===== src/rtl/serial_add_ctrl.sv =====
// Bit-serial adder sequencer: time-shares one external full_adder, LSB first, done WIDTH+1 cycles after start.
// start is honoured only in IDLE; requests while busy are dropped, not queued.
module serial_add_ctrl #(
   parameter int WIDTH = 4,
   localparam int CW = $clog2(WIDTH)
) (
   input  logic             clk,
   input  logic             rst,
   input  logic             start,
   input  logic [WIDTH-1:0] a,
   input  logic [WIDTH-1:0] b,
   input  logic             cin,
   output logic             fa_a,
   output logic             fa_b,
   output logic             fa_cin,
   input  logic             fa_y,
   input  logic             fa_cout,
   output logic             busy,
   output logic             done,
   output logic [WIDTH-1:0] sum,
   output logic             cout
);

   typedef enum logic [1:0] {
      IDLE = 2'b00,
      RUN  = 2'b01,
      DONE = 2'b10
   } state_t;

   state_t           state;
   state_t           state_nxt;
   logic [CW-1:0]    count;
   logic [WIDTH-1:0] a_sh;
   logic [WIDTH-1:0] b_sh;
   logic [WIDTH-2:0] s_sh;
   logic             carry;
   logic             last_bit;
   logic [WIDTH-1:0] s_nxt;

   assign last_bit = (count == CW'(WIDTH - 1));
   // Partial sum after this cycle's bit; on the last bit this is the full result.
   assign s_nxt    = {fa_y, s_sh};

   assign busy = (state == RUN) || (state == DONE);
   assign done = (state == DONE);

   always_comb begin
      state_nxt = state;
      fa_a      = 1'b0;
      fa_b      = 1'b0;
      fa_cin    = 1'b0;
      case (state)
         IDLE: begin
            if (start) state_nxt = RUN;
         end
         RUN: begin
            fa_a   = a_sh[0];
            fa_b   = b_sh[0];
            fa_cin = carry;
            if (last_bit) state_nxt = DONE;
         end
         DONE: state_nxt = IDLE;
         default: state_nxt = IDLE;
      endcase
   end

   always_ff @(posedge clk or posedge rst) begin
      if (rst) state <= IDLE;
      else     state <= state_nxt;
   end

   always_ff @(posedge clk or posedge rst) begin
      if (rst) begin
         count <= '0;
         a_sh  <= '0;
         b_sh  <= '0;
         s_sh  <= '0;
         carry <= 1'b0;
         sum   <= '0;
         cout  <= 1'b0;
      end else begin
         case (state)
            IDLE: begin
               if (start) begin
                  a_sh  <= a;
                  b_sh  <= b;
                  carry <= cin;
                  count <= '0;
               end
            end
            RUN: begin
               a_sh  <= {1'b0, a_sh[WIDTH-1:1]};
               b_sh  <= {1'b0, b_sh[WIDTH-1:1]};
               s_sh  <= s_nxt[WIDTH-1:1];
               carry <= fa_cout;
               count <= count + 1'b1;
               // Result registers only move on the final bit so they hold between operations.
               if (last_bit) begin
                  sum  <= s_nxt;
                  cout <= fa_cout;
               end
            end
            default: ;
         endcase
      end
   end

endmodule


===== config.mk =====
export PLATFORM = sky130hd
export DESIGN_NAME = serial_add_ctrl
export DESIGN_NICKNAME = d
export VERILOG_FILES = /design/src/rtl/serial_add_ctrl.sv
export SDC_FILE = /design/constraint.sdc
export NUM_CORES = 1
export LEC_CHECK = 0
export BUFFER_PORTS_ARGS = -buffer_cell sky130_fd_sc_hd__buf_2
export CAP_MARGIN = 5
export CELL_PAD_IN_SITES_DETAIL_PLACEMENT = 2
export CELL_PAD_IN_SITES_GLOBAL_PLACEMENT = 2
export CORE_UTILIZATION = 25
export DETAILED_ROUTE_END_ITERATION = 7
export GPL_TIMING_DRIVEN = 0
export HOLD_SLACK_MARGIN = 0.05
export PLACE_DENSITY = 0.58
export SYNTH_ARGS = -nofsm -noshare
export SYNTH_HDL_FRONTEND = slang
export SYNTH_SLANG_ARGS = --single-unit

===== constraint.sdc =====
create_clock -name clk -period 3.03 [get_ports clk]
set_input_delay 0 -clock clk [delete_from_list [all_inputs] [get_ports clk]]
set_output_delay 0 -clock clk [all_outputs]
set_load 0.01 [all_outputs]

[Yosys cells after proc, flatten, opt, wreduce, memory -nomap -nowiden]
Index checks and enable logic that the tools add are counted.
Word-level totals
  register bits after elaboration: 21
  input bits: 14
  output and inout port bits: 10
  logic and storage cells: 34
Operators by class
  $add $sub $neg: 1
  equal/unequal tests: 5
  multiplexer cells: 14
  reduce and logical (&&, ||, !) cells: 6
Operator list (count)
  case mux 4 bit (2 select lines): 2
  2-to-1 mux 4 bit: 2
  case mux 2 bit (2 select lines): 2
  2-to-1 mux 2 bit: 3
  AND reduction 2 bit: 3
  == test 2 bit, second input constant: 2
  2-to-1 mux 1 bit: 4
  inequality test 2 bit, second input constant: 2
  adder 2 x 1 -> 2 bit, second input constant: 1
  == test 2 x 1 -> 1 bit, second input constant: 1
  zero test 2 bit: 1
  case mux 1 bit (2 select lines): 1
  nonzero test 2 bit: 1
  logical OR 1 bit: 1

[Longest topological paths before layout]
Gate-level depths: netlist (run 1).
  depth after elaboration: 3
  depth in mapped cells: 7
  mapped depth without buffers: 5

[Worst setup path after synthesis (run 1)]
No wires, ideal clock.
  kind: register -> register
  start: reg state[1]
  end: reg b_sh[2]
  library setup time: 0.127 ns
  arrival time: 1.227 ns
  data required time: 2.903 ns
  setup slack: 1.675 ns
  stages on the path, launching flop included: 7
  path buffers: 1
  period minus slack after synthesis: 1.355 ns
  path through: dfrtp_1 -> inv_1 -> ha_1 -> buf_6 -> mux2_1 -> o22ai_1 -> a21oi_1
Between the ends
  word-level cells in the longest chain between the ends: 3
  elaborated cells on any way between the ends: 6
  those cells by class: eq/ne (2); mux (1); reduce/logical (3)
RTL lines
  start, declared: line 30  | state_t state;
  start signal, assigned: line 69  | else state <= state_nxt;
  == test 2 x 1 -> 1 bit / zero test 2 bit (equally long branches): line 82  | case (state)
  nonzero test 2 bit (no line) / inequality test 2 bit (equally long branches)
  AND reduction 2 bit (no line)
  end signal, assigned: line 93  | b_sh <= {1'b0, b_sh[WIDTH-1:1]};
  end, declared: line 34  | logic [WIDTH-1:0] b_sh;
Parallel ways exist; a longest one is shown, timed or not.
A chain may end at the register's enable or synchronous reset.

[Worst setup path after layout (run 1)]
  start: reg state[1]
  end: reg carry
Between the ends
  word-level cells in the longest chain between the ends: 3
  elaborated cells on any way between the ends: 6
  those cells by class: eq/ne (2); mux (1); reduce/logical (3)
RTL lines
  == test 2 x 1 -> 1 bit / zero test 2 bit (equally long branches): line 82
  nonzero test 2 bit (no line) / inequality test 2 bit (equally long branches)
  AND reduction 2 bit (no line)
  end signal, assigned: line 87  | carry <= cin;
  end signal, assigned: line 95  | carry <= fa_cout;
  end, declared: line 36  | logic carry;
Parallel ways exist; a longest one is shown, timed or not.

==> flow_summary_export.csv, run 1 <==
group,metric,value,unit
detailed_routing,wirelength,2854,µm
cts,cts.sinks,21,
sta,finalCritPeriodShare,49.52,%
global_routing,grt-ovfl-total,0,
detailed_routing,drc,0,
detailed_routing,drt_iter0_drc,27,
sta,relSlewSlack,43.18,%
floorplanning,rows,24,
logic_synthesis,yosysWarnings,0,
outcome,status,"finished clean",
setup_path,path_class,"flip-flop to flip-flop",
logic_synthesis,seq_area_frac_synth,45.85,%
floorplanning,die_h,69.71,µm
logic_synthesis,syn_inst,95,
layout,postLayoutCellArea,0.001421,mm²
cts,h-tree-depth,1,
min_path,min_path_type,"input port to flip-flop",
placement,place_congestion,0.7158,
cts,cts_max_path_buffers,2,
layout,diodes,0,
cts,path_clk_slew,80,ps
sta,finClkSkew,4.794,ps
floorplanning,core_area,0.004384,mm²
global_routing,grt_pass1_wl,4912,µm
sta,slew_viol_final,0,
cts,cts-root-buf,"clkbuf_8",
pwr,p_leak,0.6420,nW
sta,fmax,666.4,MHz
sta,worst_slew_pin_slew,851.4,ps
global_routing,grt_max_degree,22,
detailed_routing,vias,870,
detailed_routing,wire_per_inst,15.94,µm
sta,fin_tns_setup,0,ps
logic_synthesis,synth_edf_count,0,
global_routing,grt_pass1_vias,958,
detailed_routing,drtAntennaViolNets,0,
placement,dp_hpwl,2155,µm
pwr,p_total,1.583,mW
pwr,powerDensity,1114,mW/mm²
logic_synthesis,syn_area,0.001146,mm²
cts,clk_latency,260,ps
layout,syn2layout_area_growth,24.02,%
floorplanning,dieArea,0.004859,mm²
detailed_routing,vias_per_cell,4.860,
logic_synthesis,ys.flop_type,"dfrtp_1",
global_routing,antenna_found_initial,0,
setup_path,critPathCaptureType,"flip-flop",
logic_synthesis,syn-num-nets,114,
layout,layout.nets,147,
global_routing,track_usage,12.78,%
floorplanning,die_x,69.71,µm
sta,hold_slack,61.23,ps
placement,placed_area,0.001326,mm²
cts,cts_setup_buffers,0,
setup_path,cp-start-kind,"flip-flop",
cts,numCtsBuffers,3,
logic_synthesis,synth_seq_cells,21,
setup_path,arrival,1630,ps
setup_path,worstPathRequired,3160,ps
sta,hold_viol_final,0,
floorplanning,ios,24,
sta,finalSetupViolations,0,
cts,cts_tree,"done",
floorplanning,initial_core_util,26.14,%
logic_synthesis,yosysUniqueCellTypes,35,
detailed_routing,drtPass1Iterations,4,
logic_synthesis,async_flop_share,100.0,%
run,maxCapViolCount,0,
layout,drive_gt1_share,36.22,%
logic_synthesis,avgSynthCellArea,12.06,µm²
placement,io_buffers,23,
pwr,peakVddDrop,0.2632,mV
setup_path,crit_path_max_fanout,8,
sta,grt_setup_unrepaired,"false",
layout,final_util,32.42,%
sta,period_needed,1501,ps
[cell usage after synthesis, types with 2 or more instances]
cell type / n / area, µm²
a21oi_1: 5 / 25.02
mux2_4: 2 / 30.03
nor2b_4: 2 / 27.53
nand2_1: 2 / 7.510
and2_1: 3 / 18.77
mux2_2: 3 / 33.78
nand3b_1: 2 / 15.01
a22o_1: 2 / 17.52
inv_1: 4 / 15.01
mux2_1: 7 / 78.83
nand2b_1: 2 / 12.51
buf_6: 3 / 33.78
o22ai_1: 8 / 50.05
o21ai_1: 2 / 10.01
mux2i_1: 2 / 20.02
o221a_1: 2 / 22.52
dfrtp_1: 21 / 525.5
nor2_1: 2 / 7.510
ha_1: 5 / 62.56
[flip-flops by register name (all words and copies together), names as in the netlist]
name	count
a_sh	4
b_sh	4
sum	4
s_sh	3
count	2
state	2
carry	1
cout	1
[logic make-up (layout without fill, tap and decap cells)]
logic type      count (synthesis)  count (layout)  synth area share (%)
compound gates                 26              26                 16.38
flops                          21              21                 45.85
simple gates                   20              20                 12.77
mux                            14              14                 14.19
buf+inv                         9              41                 5.349
fa+ha+maj                       5               5                 5.459
[power breakdown]
| part | switching [mW] | total [mW] | internal [mW] |
|---|---|---|---|
| Sequential | 0.0970 | 0.521 | 0.424 |
| Clock | 0.0938 | 0.187 | 0.0936 |
| Combinational | 0.445 | 0.875 | 0.430 |
[final timing paths]
| path | startpoint | to | slack, ps | cells past startpoint |
|---|---|---|---|---|
| max reg2reg | state[1] | carry | 1530 | 6 |
| min in group asynchronous | rst | sum[3] | 450 | 3 |
| max | state[1] | carry | 1530 | 6 |
| max in group asynchronous | rst | b_sh[2] | 2050 | 3 |
| min | a[0] | a_sh[0] | 60 | 3 |
| min reg2reg | count[0] | count[0] | 490 | 1 |
[placed cells by master (no fill, tap or decap), types with 2 or more instances in the layout]
master | synthesis | final
o221a_1 | 2 | 2
nor2b_4 | 2 | 2
dfrtp_1 | 21 | 21
mux2_1 | 7 | 7
clkbuf_8 | 0 | 3
mux2i_1 | 2 | 2
ha_1 | 5 | 5
a22o_1 | 2 | 2
nand2b_1 | 2 | 2
o21ai_1 | 2 | 2
nor2_1 | 2 | 2
buf_6 | 3 | 3
nand3b_1 | 2 | 2
inv_1 | 4 | 4
mux2_4 | 2 | 2
dlygate4sd3_1 | 0 | 5
nand2_1 | 2 | 2
buf_2 | 1 | 24
mux2_2 | 3 | 3
and2_1 | 3 | 3
o22ai_1 | 8 | 8
a21oi_1 | 5 | 5
[critical path: stages, from the launching register on]
cell,delay (ps)
dfrtp_1,400
inv_1,110
ha_1,170
buf_6,160
mux2_1,330
o22ai_1,140
a21oi_1,60
[through the flow]
stage,setup WS (ps),cells
final,1529,179
after global routing,1374,179
after CTS,1517,179
after detailed placement,1534,170
after global placement,1556,170
after floorplan,1675,95
[final cells by class]
cell class                      count  area, µm²
Tap cell                           52      65.06
Timing Repair Buffer               28      165.2
Buffer                              5      46.29
Multi-Input combinational cell     65      559.3
Clock buffer                        4      45.04
Sequential cell                    21      525.5
Fill cell                         477       2963
Inverter                            4      15.01
[per-layer routing]
layer  vias to the layer above  track usage (%)  part of all wire (%)
met5                         -                0                     0
met4                         0            2.667                  0.60
met3                         2            1.744                   4.0
met2                        24            22.44                    49
met1                       435            16.73                    46
li1                        409                -                     -
[repair_timing]
action	CTS	global route
hold buffers	5	0
endpoints found under the hold margin	26	0
resized for setup	0	0
(Power assumes the default switching activity.)
==> run 2: changes to the inputs <==
==> constraint.sdc (replaced) <==
create_clock -name clk -period 1.5 [get_ports clk]
set_input_delay 0 -clock clk [delete_from_list [all_inputs] [get_ports clk]]
set_output_delay 0 -clock clk [all_outputs]
set_load 0.01 [all_outputs]
==> run 2 against run 1 <==
Against the previous run:
- power is 110% higher
- largest cell class unchanged
- register-to-register slack worse by 1500 ps
- critical path type unchanged
- via count is 0.92% higher
==> flow_summary_export.csv, run 2 (same netlist as run 1, synthesis figures left out) <==
group,metric,value,unit
global_routing,grt_pass1_wl,4940,µm
run,maxCapViolCount,0,
pwr,p_leak,0.6680,nW
pwr,powerDensity,2283,mW/mm²
layout,syn2layout_area_growth,28.82,%
sta,slew_viol_final,0,
sta,relSlewSlack,43.42,%
layout,fillerInstances,472,
sta,fin_ws,63.71,ps
setup_path,worstPathRequired,1650,ps
sta,finalCritPeriodShare,95.75,%
sta,worst_slew_pin_slew,847.8,ps
layout,diodes,0,
floorplanning,ios,24,
sta,fmax,696.2,MHz
cts,cts-root-buf,"clkbuf_8",
outcome,status,"finished clean",
layout,final_cell_count_no_fill,182,
cts,h-tree-depth,1,
placement,dp_hpwl,2155,µm
sta,finClkSkew,4.075,ps
detailed_routing,drt_iter0_drc,20,
cts,cts_tree,"done",
floorplanning,dieArea,0.004859,mm²
global_routing,grt-ovfl-total,0,
layout,layout.nets,150,
global_routing,gr-usage-met2,22.55,%
layout,drive_gt1_share,43.08,%
global_routing,top_usage_layer,"met2",
sta,period_needed,1436,ps
pwr,p_sw,1.340,mW
floorplanning,die_h,69.71,µm
floorplanning,core_area,0.004384,mm²
global_routing,grtUsageMet1,16.73,%
setup_path,r2r_slack,60,ps
layout,reg_top3,"a_sh (4), b_sh (4), sum (4)",
layout,final_cell_mix,"23 x buf_2, 21 x dfrtp_1, 7 x mux2_1",
global_routing,met3_usage,1.744,%
cts,path_clk_slew,80,ps
pwr,sw_frac_of_total,39.75,%
placement,place_congestion,0.7158,
detailed_routing,wirelength,2877,µm
detailed_routing,wire_per_inst,15.81,µm
pwr,clock_power_share,11.3,%
sta,hold_viol_final,0,
setup_path,arrival,1580,ps
floorplanning,initial_core_util,26.14,%
global_routing,track_usage,12.81,%
pwr,combPwrFrac,57.3,%
floorplanning,rows,24,
global_routing,antenna_found_initial,0,
detailed_routing,vias,878,
setup_path,crit_path_max_fanout,8,
floorplanning,die_x,69.71,µm
cts,numCtsBuffers,3,
sta,finalSetupViolations,0,
global_routing,grt_max_degree,22,
global_routing,grt_pass1_vias,965,
detailed_routing,drtAntennaViolNets,0,
pwr,peakVddDrop,0.5370,mV
detailed_routing,drtPass1Iterations,3,
cts,cts_max_path_buffers,2,
layout,multiInputGateArea,581.8,µm²
detailed_routing,drc,0,
setup_path,critPathCaptureType,"flip-flop",
layout,seq_area,525.5,µm²
sta,grt_setup_unrepaired,"true",
cts,cts.sinks,21,
layout,final_util,33.68,%
pwr,p_int,2.031,mW
cts,clk_latency,260,ps
min_path,min_path_type,"input port to flip-flop",
placement,io_buffers,23,
placement,post-place-ws,4.218,ps
detailed_routing,vias_per_cell,4.824,
layout,final_common_cell,"buf_2",
pwr,power_frac_seq,31.4,%
setup_path,cp-start-kind,"flip-flop",
setup_path,path_class,"flip-flop to flip-flop",
placement,placed_cells,170,
## run 2: area by class of cell
type                    count  share of cell area (%)
multi-input cells          65                   39.41
flip-flops and latches     21                   35.59
repair buffers             31                   12.71
well taps                  52                   4.407
plain buffers               5                   3.814
clock buffers               4                   3.051
inverters                   4                   1.017
## run 2: layer usage
layer | vias to the layer above | routed length [µm]
met5 | - | 0
met4 | 0 | 17
met3 | 2 | 102
met2 | 19 | 1421
met1 | 441 | 1336
li1 | 416 | -
## run 2: worst max-delay path: stages, from the launching register on
cell     delay [ps]
dfrtp_1         400
inv_2            70
ha_1            160
buf_6           150
buf_4           130
nor2b_4          40
a22o_1          200
a22o_1          180
## run 2: stage by stage
stage                     instance area, µm²  setup TNS [ps]  hold slack, ps  power, mW
after global placement                  1326               0           228.7      2.760
final                                   1476               0           60.29      3.371
after floorplan                         1146               0          -23.47      2.354
after detailed placement                1326               0           238.2      2.861
after CTS                               1440               0           51.89      3.318
after global routing                    1476          -23.62           67.48      3.656
## run 2: repair_timing
item	in CTS	in global routing
resized for setup	3	7
gates cloned	0	0
endpoints found under the setup margin	6	11
hold buffers	5	0
endpoints found under the hold margin	26	0
pin swaps	0	0
buffers inserted	1	2
## run 2: final timing paths
kind                           from       end  cells past startpoint
setup reg to reg           state[1]   b_sh[3]                      7
setup / recovery           state[1]   b_sh[3]                      7
max in group asynchronous       rst   b_sh[2]                      3
hold / removal                 a[0]   a_sh[0]                      3
hold reg to reg            count[0]  count[0]                      1
min in group asynchronous       rst    sum[3]                      3
## run 2: power by group through the flow
stage	sequential (mW)	combinational, mW	clock [mW]
2_1_floorplan	1.04	1.31	0
3_5_place_dp	1.07	1.79	0
3_3_place_gp	1.04	1.72	0
6_report	1.06	1.93	0.381
4_1_cts	1.05	1.86	0.402
5_1_grt	1.10	2.14	0.420
